**src/rtl/store_narrow_rmw.sv**
```systemverilog
// Store narrowing unit: word stores write straight through, byte/halfword
// stores read-modify-write the addressed word of the data memory.
module store_narrow_rmw (
  input  logic        Clk,
  input  logic        Rst_n,
  input  logic        Req,
  input  logic [1:0]  Size,
  input  logic [31:0] Addr,
  input  logic [31:0] WriteData,
  output logic        Ready,
  output logic        Done,
  output logic        Err,
  output logic [29:0] MemAddr,
  output logic        MemRead,
  input  logic [31:0] MemReadData,
  output logic        MemWrite,
  output logic [31:0] MemWriteData
);

  typedef enum logic [1:0] {
    IDLE  = 2'd0,
    READ  = 2'd1,
    MERGE = 2'd2,
    WRITE = 2'd3
  } state_t;

  state_t      state, state_d;
  logic [1:0]  off_q;
  logic        half_q;
  logic [15:0] wdata_q;
  logic        accept;
  logic        bad;
  logic [31:0] merged;

  assign Ready  = (state == IDLE);
  assign accept = Req & Ready;

  always_comb begin
    bad = 1'b0;
    unique case (Size)
      2'b00:   bad = 1'b0;
      2'b01:   bad = Addr[0];
      2'b10:   bad = |Addr[1:0];
      default: bad = 1'b1;
    endcase
  end

  always_comb begin
    state_d = state;
    unique case (state)
      IDLE: begin
        if (accept && !bad)
          state_d = (Size == 2'b10) ? WRITE : READ;
      end
      READ:    state_d = MERGE;
      MERGE:   state_d = WRITE;
      WRITE:   state_d = IDLE;
      default: state_d = IDLE;
    endcase
  end

  // Little-endian lane replacement; untouched lanes keep the memory contents.
  always_comb begin
    merged = MemReadData;
    if (half_q) begin
      if (off_q[1]) merged[31:16] = wdata_q;
      else          merged[15:0]  = wdata_q;
    end else begin
      unique case (off_q)
        2'd0: merged[7:0]   = wdata_q[7:0];
        2'd1: merged[15:8]  = wdata_q[7:0];
        2'd2: merged[23:16] = wdata_q[7:0];
        2'd3: merged[31:24] = wdata_q[7:0];
        default: merged = MemReadData;
      endcase
    end
  end

  always_ff @(posedge Clk or negedge Rst_n) begin
    if (!Rst_n) state <= IDLE;
    else        state <= state_d;
  end

  // Strobes are registered from the next state so they line up with it.
  always_ff @(posedge Clk or negedge Rst_n) begin
    if (!Rst_n) begin
      Done         <= 1'b0;
      Err          <= 1'b0;
      MemRead      <= 1'b0;
      MemWrite     <= 1'b0;
      MemAddr      <= '0;
      MemWriteData <= '0;
      off_q        <= '0;
      half_q       <= 1'b0;
      wdata_q      <= '0;
    end else begin
      Done     <= (state_d == WRITE);
      MemWrite <= (state_d == WRITE);
      MemRead  <= (state_d == READ);
      Err      <= accept & bad;
      if (accept && !bad) begin
        MemAddr <= Addr[31:2];
        off_q   <= Addr[1:0];
        half_q  <= (Size == 2'b01);
        wdata_q <= WriteData[15:0];
        if (Size == 2'b10) MemWriteData <= WriteData;
      end
      if (state == MERGE) MemWriteData <= merged;
    end
  end

endmodule

```
**config.mk**
```make
export PLATFORM = sky130hd
export DESIGN_NAME = store_narrow_rmw
export DESIGN_NICKNAME = d
export VERILOG_FILES = /design/src/rtl/store_narrow_rmw.sv
export SDC_FILE = /design/constraint.sdc
export NUM_CORES = 1
export LEC_CHECK = 0
export CAP_MARGIN = 20
export CORE_MARGIN = 5
export CORE_UTILIZATION = 39
export DETAILED_ROUTE_END_ITERATION = 8
export PLACE_DENSITY = 0.77
export SLEW_MARGIN = 0
export SYNTH_ARGS = -nofsm -noshare
export SYNTH_HDL_FRONTEND = slang
export SYNTH_SLANG_ARGS = --single-unit
```
**constraint.sdc**
```tcl
create_clock -name Clk -period 1.6 [get_ports Clk]
set_clock_uncertainty 0.05 [all_clocks]
set_input_delay 0.48 -clock Clk [delete_from_list [all_inputs] [get_ports Clk]]
set_output_delay 0.48 -clock Clk [all_outputs]
set_load 0.005 [all_outputs]
```
# ---- After elaboration in Yosys (flattened, before gate mapping)
# Index checks and enable logic that the tools add are counted.
dict set report word_totals {
  inputBits 101
  elab_cells 44
  output_inout_bits 67
  ff_bits 86
}
dict set report op_classes {
  muxes 14
  n_eq_ne 10
  n_reduce_logical 9
  n_bitwise 2
}
# op count
set ops {}
lappend ops {{2-to-1 mux 32 bit} 4}
lappend ops {{2-to-1 mux 16 bit} 2}
lappend ops {{2-to-1 mux 8 bit} 4}
lappend ops {{== test 2 bit (second input constant)} 6}
lappend ops {{== test 2 x 1 -> 1 bit (second input constant)} 4}
lappend ops {{one-hot mux 2 bit (4 select lines)} 1}
lappend ops {{zero test 2 bit} 3}
lappend ops {{2-to-1 mux 2 bit} 2}
lappend ops {{nonzero test 2 bit} 2}
lappend ops {{one-hot mux 1 bit (3 select lines)} 1}
lappend ops {{AND 1 bit} 2}
lappend ops {{AND reduction 2 bit} 1}
lappend ops {{OR reduction 2 bit} 1}
lappend ops {{logical AND 1 bit} 1}
lappend ops {{zero test 1 bit} 1}

# ---- Longest topological paths before layout
# Gate-level depths: netlist (run 1).
dict set report depth {
  ltp_word 7
  depth_mapped 7
  depth_no_buf 6
}

# ---- Least setup slack after synthesis (run 1)
# OpenSTA, ideal clock, no wires.
dict set report synth_timing {
  path_type {register to register}
  from {register state[0]}
  to {register MemWriteData[31]}
  setup_ns 0.155
  path_slack_ns -0.057
  t_required_ns 1.395
  arrival_time_ns 1.451
  path_stages_with_launch 8
  path_cell_list {dfrtp_1 > inv_1 > ha_1 > and3b_1 > nand3_2 > buf_4 > mux2i_1 > a21boi_0}
}
dict set report synth_via {
  elab_chain_cells 5
}
# item line_no
set synth_rtl {}
lappend synth_rtl {{start, declared} 27} ;# state_t state, state_d;
lappend synth_rtl {{start signal, assigned} 81} ;# else state <= state_d;
lappend synth_rtl {{zero test 2 bit} 35} ;# assign Ready = (state == IDLE);
lappend synth_rtl {{net Ready} 10} ;# output logic Ready,
lappend synth_rtl {{AND 1 bit} 36} ;# assign accept = Req & Ready;
lappend synth_rtl {{logical AND 1 bit} 101} ;# if (accept && !bad) begin
lappend synth_rtl {{nonzero test 2 bit (no line)} n/a}
lappend synth_rtl {{AND reduction 2 bit (no line)} n/a}
lappend synth_rtl {{end signal, assigned} 106} ;# if (Size == 2'b10) MemWriteData <= WriteData;
lappend synth_rtl {{end signal, assigned} 108} ;# if (state == MERGE) MemWriteData <= merged;
lappend synth_rtl {{end, declared} 17} ;# output logic [31:0] MemWriteData
# The timed path passes the listed nets, and every way through them passes these cells.
# A chain may end at the register's enable or synchronous reset.

# ---- Worst setup path in the final report (run 1)
dict set report layout_timing {
  from {register state[1]}
  to {output port Ready}
}
dict set report layout_via {
  elab_chain_cells 1
}
# item line_no
set layout_rtl {}
lappend layout_rtl {{zero test 2 bit} 35}
lappend layout_rtl {{end, declared} 10}
# Every way passes these cells.

==> results.py, run 1 <==
metrics = {
    "sta": {
        "worst_slack_ns": -0.0979,
        "fin_crit_ns": 1.70,
        "fmax_ghz": 0.589,
        "fin_crit_sh_pct": 106,
        "rsz0062_at_grt": "true",
        "slew_violations": 0,
        "setup_viol": 53,
        "worstMarginPinSlew_ns": 0.377,
        "final-hold-violation-count": 0,
        "relSlewSlack_pct": 74.9,
    },
    "setup_path": {
        "cp_max_fo": 3,
        "path_class": "reg2out",
        "crit_arrival_ns": 1.17,
        "start_kind": "flop",
        "r2r_slack_ns": -0.09,
        "path_cells": "inv_2 > ha_4 > buf_4 > buf_6",
        "worst-path-stages": 4,
        "critical-path-slowest-cell": "dfrtp_1",
        "r2r_start": "state[0]$_DFF_PN0_",
        "rr_worst_depth": 7,
        "cp-startpoint": "state[1]$_DFF_PN0_",
        "max_stage_delay_ns": 0.37,
        "crit_buf_inv": 3,
        "critPathTopFamily": "flip-flops",
        "cp.required_ns": 1.07,
        "end_kind": "output pin",
    },
    "global_route": {
        "first_global_vias": 3670,
        "grt.total_usage_pct": 20.0,
        "grt_pass1_wl_mm": 19.8,
        "grt_max_degree": 35,
        "antenna_found_initial": 0,
        "overflow": 0,
    },
    "logic_synthesis": {
        "synth_top_family_by_area": "multiplexers",
        "synth_nets": 394,
        "syn-instance-count": 290,
        "synth_ff_type": "dfrtp_1",
        "syn_avg_cell_area_sq_um": 13.6,
        "synth.distinct_cells": 32,
        "synth.area.mux_share_pct": 30.6,
        "seq_area_frac_synth_pct": 54.4,
        "yosys_register_bits": 86,
        "syn_area_sq_um": 3960,
        "synth-compound-area-share_pct": 8.48,
        "synth_edf_count": 0,
        "ys_warn_count": 0,
        "synthAdderAreaFrac_pct": 0.949,
        "yosys.area_share.xor_xnor_pct": 0,
        "synthSimpleGateAreaFrac_pct": 2.81,
        "synth_async_sr_flop_share_pct": 100,
    },
    "routing": {
        "vias_per_cell": 5.09,
        "drt_wl_total_mm": 12.4,
        "ant_nets": 0,
        "drt-pass1-iter-count": 4,
        "drt_iter0_drc": 85,
        "drcViolationCount": 0,
        "vias": 3280,
        "wl_per_cell_um": 19.2,
    },
    "clock_network": {
        "cts-buffers-inserted": 9,
        "cts_buffer_depth": 2,
        "tritoncts": "done",
        "cts_sinks": 86,
        "clkLatencyLatePin_ns": 0.34,
        "path_clk_slew_ns": 0.09,
        "htree_levels": 3,
        "root_buffer": "clkbuf_8",
    },
    "finish": {
        "drive_gt1_share_pct": 26.2,
        "fin_util_pct": 67.4,
        "final_cells": 645,
        "num-nets-final": 611,
        "areaGrowthSynthToFinish_pct": 67.3,
        "antenna_cells": 0,
        "fillers": 796,
    },
    "place": {
        "port_buffers": 167,
        "place_ws_ns": -0.518,
        "placed_cells": 602,
        "dp_hpwl_mm": 8.76,
        "finalWeightedCongestion": 0.814,
    },
    "floorplanning": {
        "core.rowCount": 36,
        "dieHeight_um": 111,
        "die_w_um": 111,
        "core_sq_um": 9820,
        "io_pins": 168,
        "start_util_pct": 40.3,
        "die_area_sq_um": 12300,
    },
    "job": {
        "maxCapViolCount": 0,
    },
    "run_status": {
        "violations": "setup timing",
        "status": "finished with violations",
    },
    "power_and_ir_drop": {
        "pwr-share-comb_pct": 51.3,
        "internal_power_mw": 7.24,
        "p_sw_mw": 3.79,
        "ir_worst_vdd_uv": 899,
        "leakage_nw": 3.33,
        "sw_frac_of_total_pct": 34.4,
        "report.power.total_mw": 11.0,
        "seq_power_share_pct": 36.1,
        "p_clk_share_pct": 12.6,
        "p_per_area_nw_per_um2": 1670,
    },
    "worst_hold_path": {
        "min_path_type": "reg2reg",
        "hp-start": "MemAddr[15]$_DFFE_PN0P_",
        "hold_path_depth": 1,
    },
}
==> per-layer routing <==
metal	global-route usage, %	wire length (um)	up-vias	part of all wire (%)
met5	0	0	-	0
met4	3.45	191	0	1.5
met3	7.86	979	14	7.9
met2	35.3	6420	127	52
met1	23.3	4820	1626	39
li1	-	-	1513	-
==> cell usage in the layout, fill, tap and decap left out, types with 3 or more instances in the layout <==
master,synthesis,layout
buf_16,0,3
a22oi_1,3,3
a21boi_1,0,3
buf_12,0,12
mux2_2,30,28
mux2i_1,67,65
dlygate4sd2_1,0,69
buf_6,0,4
dfrtp_1,86,86
a221oi_1,10,10
a2bb2oi_1,3,3
nand2_1,5,5
nor2_1,4,4
a22o_1,5,5
clkbuf_8,0,9
clkdlybuf4s50_1,0,94
o211ai_1,3,3
a21oi_1,11,10
mux2_4,0,20
buf_4,5,35
==> power groups by stage <==
| stage | Clock [mW] | Sequential (mW) | Combinational (mW) |
|---|---|---|---|
| detailed placement | 0 | 4.03 | 5.53 |
| global route | 1.54 | 4.10 | 6.15 |
| CTS | 1.42 | 3.96 | 5.40 |
| finish | 1.39 | 3.98 | 5.66 |
| global placement | 0 | 3.97 | 5.40 |
| floorplan | 0 | 3.92 | 2.53 |
==> cells in the mapped netlist, types with 4 or more instances <==
| library cell | count | area (sq um) |
|---|---|---|
| a22o_1 | 5 | 43.8 |
| mux2i_1 | 67 | 671 |
| dfrtp_1 | 86 | 2150 |
| clkbuf_1 | 5 | 18.8 |
| mux2_1 | 18 | 203 |
| buf_4 | 5 | 37.5 |
| buf_2 | 6 | 30.0 |
| o21ai_1 | 4 | 20.0 |
| a221oi_1 | 10 | 87.6 |
| nor2_1 | 4 | 15.0 |
| a21oi_1 | 11 | 55.1 |
| nand2_1 | 5 | 18.8 |
| mux2_2 | 30 | 338 |
==> stage by stage <==
stage | setup TNS, ns | hold slack (ns) | instance area [sq um]
after CTS | -2.87 | 0.453 | 6530
after detailed placement | -39.56 | 0.371 | 6030
after floorplan | 0 | 0.134 | 3980
after global placement | -37.81 | 0.370 | 6030
final | -1.69 | 0.459 | 6620
after global routing | -6.81 | 0.471 | 6620
==> sequential cells by signal (all words and copies together) (netlist names) <==
signal        flops
Err               1
state             2
MemWriteData     32
MemWrite          1
MemAddr          30
wdata_q          16
off_q             2
half_q            1
MemRead           1
==> layout make-up <==
| class | count | area (sq um) | share of cell area, % |
|---|---|---|---|
| clock buffers | 10 | 128 | 1.93 |
| clock inverters | 6 | 46.3 | 0.699 |
| inverters | 5 | 18.8 | 0.284 |
| multi-input cells | 182 | 1840 | 27.8 |
| flip-flops and latches | 86 | 2150 | 32.5 |
| well taps | 133 | 166 | 2.51 |
| repair buffers | 223 | 2270 | 34.3 |
==> path summary, 6_finish.rpt <==
| check | end |
|---|---|
| worst max-delay path | Ready |
| worst min-delay path | MemAddr[15]$_DFFE_PN0P_ |
| worst max register to register | MemWrite$_DFF_PN0_ |
| worst min register to register | MemAddr[15]$_DFFE_PN0P_ |
| max in group asynchronous | wdata_q[7]$_DFFE_PN0P_ |
| min in group asynchronous | MemWriteData[19]$_DFFE_PN0P_ |
==> logic make-up (layout without fill, tap and decap cells) <==
family                     Yosys count  after routing
muxes                              115            115
and+or+nand+nor                     18             18
DFF                                 86             86
buffers and inverters               22            244
AOI/OAI and AO/OA                   46             46
adders and majority gates            3              3
==> timing repair <==
| item | in CTS | in global routing |
|---|---|---|
| endpoints found under the setup margin | 150 | 91 |
| gates resized for setup | 100 | 26 |
| pin swaps | 13 | 3 |
| cloned | 6 | 3 |
| endpoints found under the hold margin | 7 | 0 |
| setup buffers | 16 | 6 |
| hold buffers | 1 | 0 |
(Power assumes the default switching activity.)
==> run 2, diff against run 1 <==
--- a/config.mk
+++ b/config.mk
@@ -8,6 +8,7 @@
 export CAP_MARGIN = 20
 export CORE_MARGIN = 5
 export CORE_UTILIZATION = 39
+export CTS_CLUSTER_SIZE = 16
 export DETAILED_ROUTE_END_ITERATION = 8
 export PLACE_DENSITY = 0.77
 export SLEW_MARGIN = 0
==> results of run 2 <==
Final layout, timing and power as in run 1 (identical DEF).
==> run 3, diff against run 2 <==
--- a/config.mk
+++ b/config.mk
@@ -10,6 +10,7 @@
 export CORE_UTILIZATION = 39
 export CTS_CLUSTER_SIZE = 16
 export DETAILED_ROUTE_END_ITERATION = 8
+export GPL_TIMING_DRIVEN = 0
 export PLACE_DENSITY = 0.77
 export SLEW_MARGIN = 0
 export SYNTH_ARGS = -nofsm -noshare
==> results.py, run 3 (same netlist as run 1, synthesis figures left out) <==
metrics = {
    "routing": {
        "wl_per_cell_um": 19.8,
        "drt_iter0_drc": 96,
        "dr_wl_met3_um": 983,
        "drt_wl_total_mm": 12.7,
        "drt-met1-wl_mm": 5.09,
        "ant_nets": 0,
        "highest_layer": "met4",
        "routed-wl-met2_mm": 6.45,
        "drt-pass1-iter-count": 4,
        "drcViolationCount": 0,
        "vias_per_cell": 5.12,
        "vias": 3285,
    },
    "worst_hold_path": {
        "whs_endpoint": "MemAddr[2]$_DFFE_PN0P_",
        "min_path_type": "reg2reg",
        "hold_path_depth": 1,
        "hp-start": "MemAddr[2]$_DFFE_PN0P_",
    },
    "place": {
        "port_buffers": 167,
        "dp_hpwl_mm": 8.76,
        "finalWeightedCongestion": 0.786,
        "place_area_sq_um": 5840,
    },
    "setup_path": {
        "cp.required_ns": 1.78,
        "cp_max_fo": 5,
        "end_kind": "flop",
        "cpMostUsedCell": "buf_12",
        "rr_worst_depth": 8,
        "r2r_start": "state[0]$_DFF_PN0_",
        "path_class": "reg2reg",
        "worst-path-stages": 8,
        "r2r-end": "MemAddr[29]$_DFFE_PN0P_",
        "start_kind": "flop",
        "crit_arrival_ns": 1.94,
        "critical-path-slowest-cell": "dfrtp_1",
        "crit_buf_inv": 5,
        "r2r_slack_ns": -0.16,
        "path_cells": "inv_2 > ha_4 > buf_6 > nand4_4 > buf_12 > buf_12 > buf_16 > mux2_2",
        "critPathTopFamily": "buffers and inverters",
        "max_stage_delay_ns": 0.38,
    },
    "global_route": {
        "first_global_vias": 3670,
        "grt.total_usage_pct": 20.5,
        "antenna_found_initial": 0,
        "grt_pass1_wl_mm": 20.2,
        "grt_max_degree": 68,
        "overflow": 0,
    },
    "finish": {
        "max_flop_register": "MemWriteData",
        "layout_common_cells": "clkdlybuf4s50_1 (94), dfrtp_1 (86), dlygate4sd2_1 (67), mux2i_1 (63), mux2_2 (29)",
        "final_area_sq_um": 6690,
        "areaGrowthSynthToFinish_pct": 69.1,
        "largest_register_ffs": 32,
        "antenna_cells": 0,
        "drive_gt1_share_pct": 26.9,
        "num-nets-final": 608,
        "reg_top3": "MemWriteData (32), MemAddr (30), wdata_q (16)",
        "fin_util_pct": 68.1,
        "layout_commonest_cell": "clkdlybuf4s50_1",
    },
    "run_status": {
        "violations": "setup timing",
        "status": "finished with violations",
    },
    "sta": {
        "worstMarginPinSlew_ns": 0.694,
        "fmax_ghz": 0.568,
        "relSlewSlack_pct": 53.5,
        "slew_violations": 0,
        "rsz0062_at_grt": "true",
        "fin_setup_tns_ns": -7.45,
        "fin_crit_ns": 1.76,
        "worst_slack_ns": -0.161,
        "fin_crit_sh_pct": 110,
        "final-hold-violation-count": 0,
        "setup_viol": 85,
        "holdWs_ns": 0.453,
    },
    "power_and_ir_drop": {
        "ir_worst_vdd_uv": 928,
        "leakage_nw": 3.32,
        "p_per_area_nw_per_um2": 1660,
    },
    "job": {
        "maxCapViolCount": 0,
    },
    "clock_network": {
        "tritoncts": "done",
        "root_buffer": "clkbuf_8",
        "cts_buffer_depth": 2,
        "cts-buffers-inserted": 9,
        "cts_sinks": 86,
        "clkLatencyLatePin_ns": 0.35,
        "path_clk_slew_ns": 0.09,
        "htree_levels": 3,
    },
    "floorplanning": {
        "start_util_pct": 40.3,
        "dieHeight_um": 111,
        "die_area_sq_um": 12300,
        "io_pins": 168,
        "die_w_um": 111,
        "core_sq_um": 9820,
        "core.rowCount": 36,
    },
}
run 3: changes by cell type in the layout (fill, tap and decap cells not counted), sizes merged:
cell / delta
clkdlybuf4s15: +1
buf: -5
clkinvlp: -2
nand4: +1
bufinv: +1
inv: -2
clkbuf: +5
dlygate4sd2: -2
run 3: how the worst max path moves through the flow:
| stage | to | startpoint | slack [ns] |
|---|---|---|---|
| floorplan | MemWriteData[31]$_DFFE_PN0P_ | state[0]$_DFF_PN0_ | 0.0002 |
| global route | MemWriteData[13]$_DFFE_PN0P_ | state[0]$_DFF_PN0_ | -0.22 |
| CTS | off_q[1]$_DFFE_PN0P_ | state[1]$_DFF_PN0_ | -0.12 |
| finish | MemAddr[29]$_DFFE_PN0P_ | state[0]$_DFF_PN0_ | -0.16 |
| detailed placement | wdata_q[3]$_DFFE_PN0P_ | Size[1] | -0.71 |
| global placement | MemAddr[13]$_DFFE_PN0P_ | Rst_n | -3.17 |
run 3: metrics by stage:
stage | instances | power (mW) | setup slack [ns]
floorplan | 290 | 6.44 | 0.000199
global placement | 590 | 9.05 | -3.17
detailed placement | 591 | 9.25 | -0.709
CTS | 638 | 10.9 | -0.120
global route | 642 | 11.9 | -0.223
finish | 642 | 11.1 | -0.161
run 3: what timing repair did:
item                                   CTS  global route
hold buffers                             1             0
resized for setup                      149            23
cloned                                   9             0
setup endpoints to repair              150            81
endpoints found under the hold margin   19             0
buffers inserted                        21             4
pin swaps                               18             2
run 3: cell type report:
cell class	instances	area, sq um
fillers	776	3130
clock buffers	13	149
inverters	5	20.0
multi-input cells	183	1880
flip-flops and latches	86	2150
plain buffers	17	185
repair buffers	202	2090
clock inverters	3	43.8
well taps	133	166
run 3: report_power, final:
group / internal, mW / total, mW / switching (mW) / leakage (nW)
logic: 3.21 / 5.58 / 2.37 / 2.20
registers: 3.28 / 3.98 / 0.707 / 1.03
clock network: 0.769 / 1.54 / 0.772 / 0.0976
total: 7.26 / 11.1 / 3.85 / 3.32
run 3: metal layers:
metal	up-vias	track usage, %
met5	-	0
met4	0	6.32
met3	16	7.42
met2	130	34.8
met1	1631	24.3
li1	1508	-
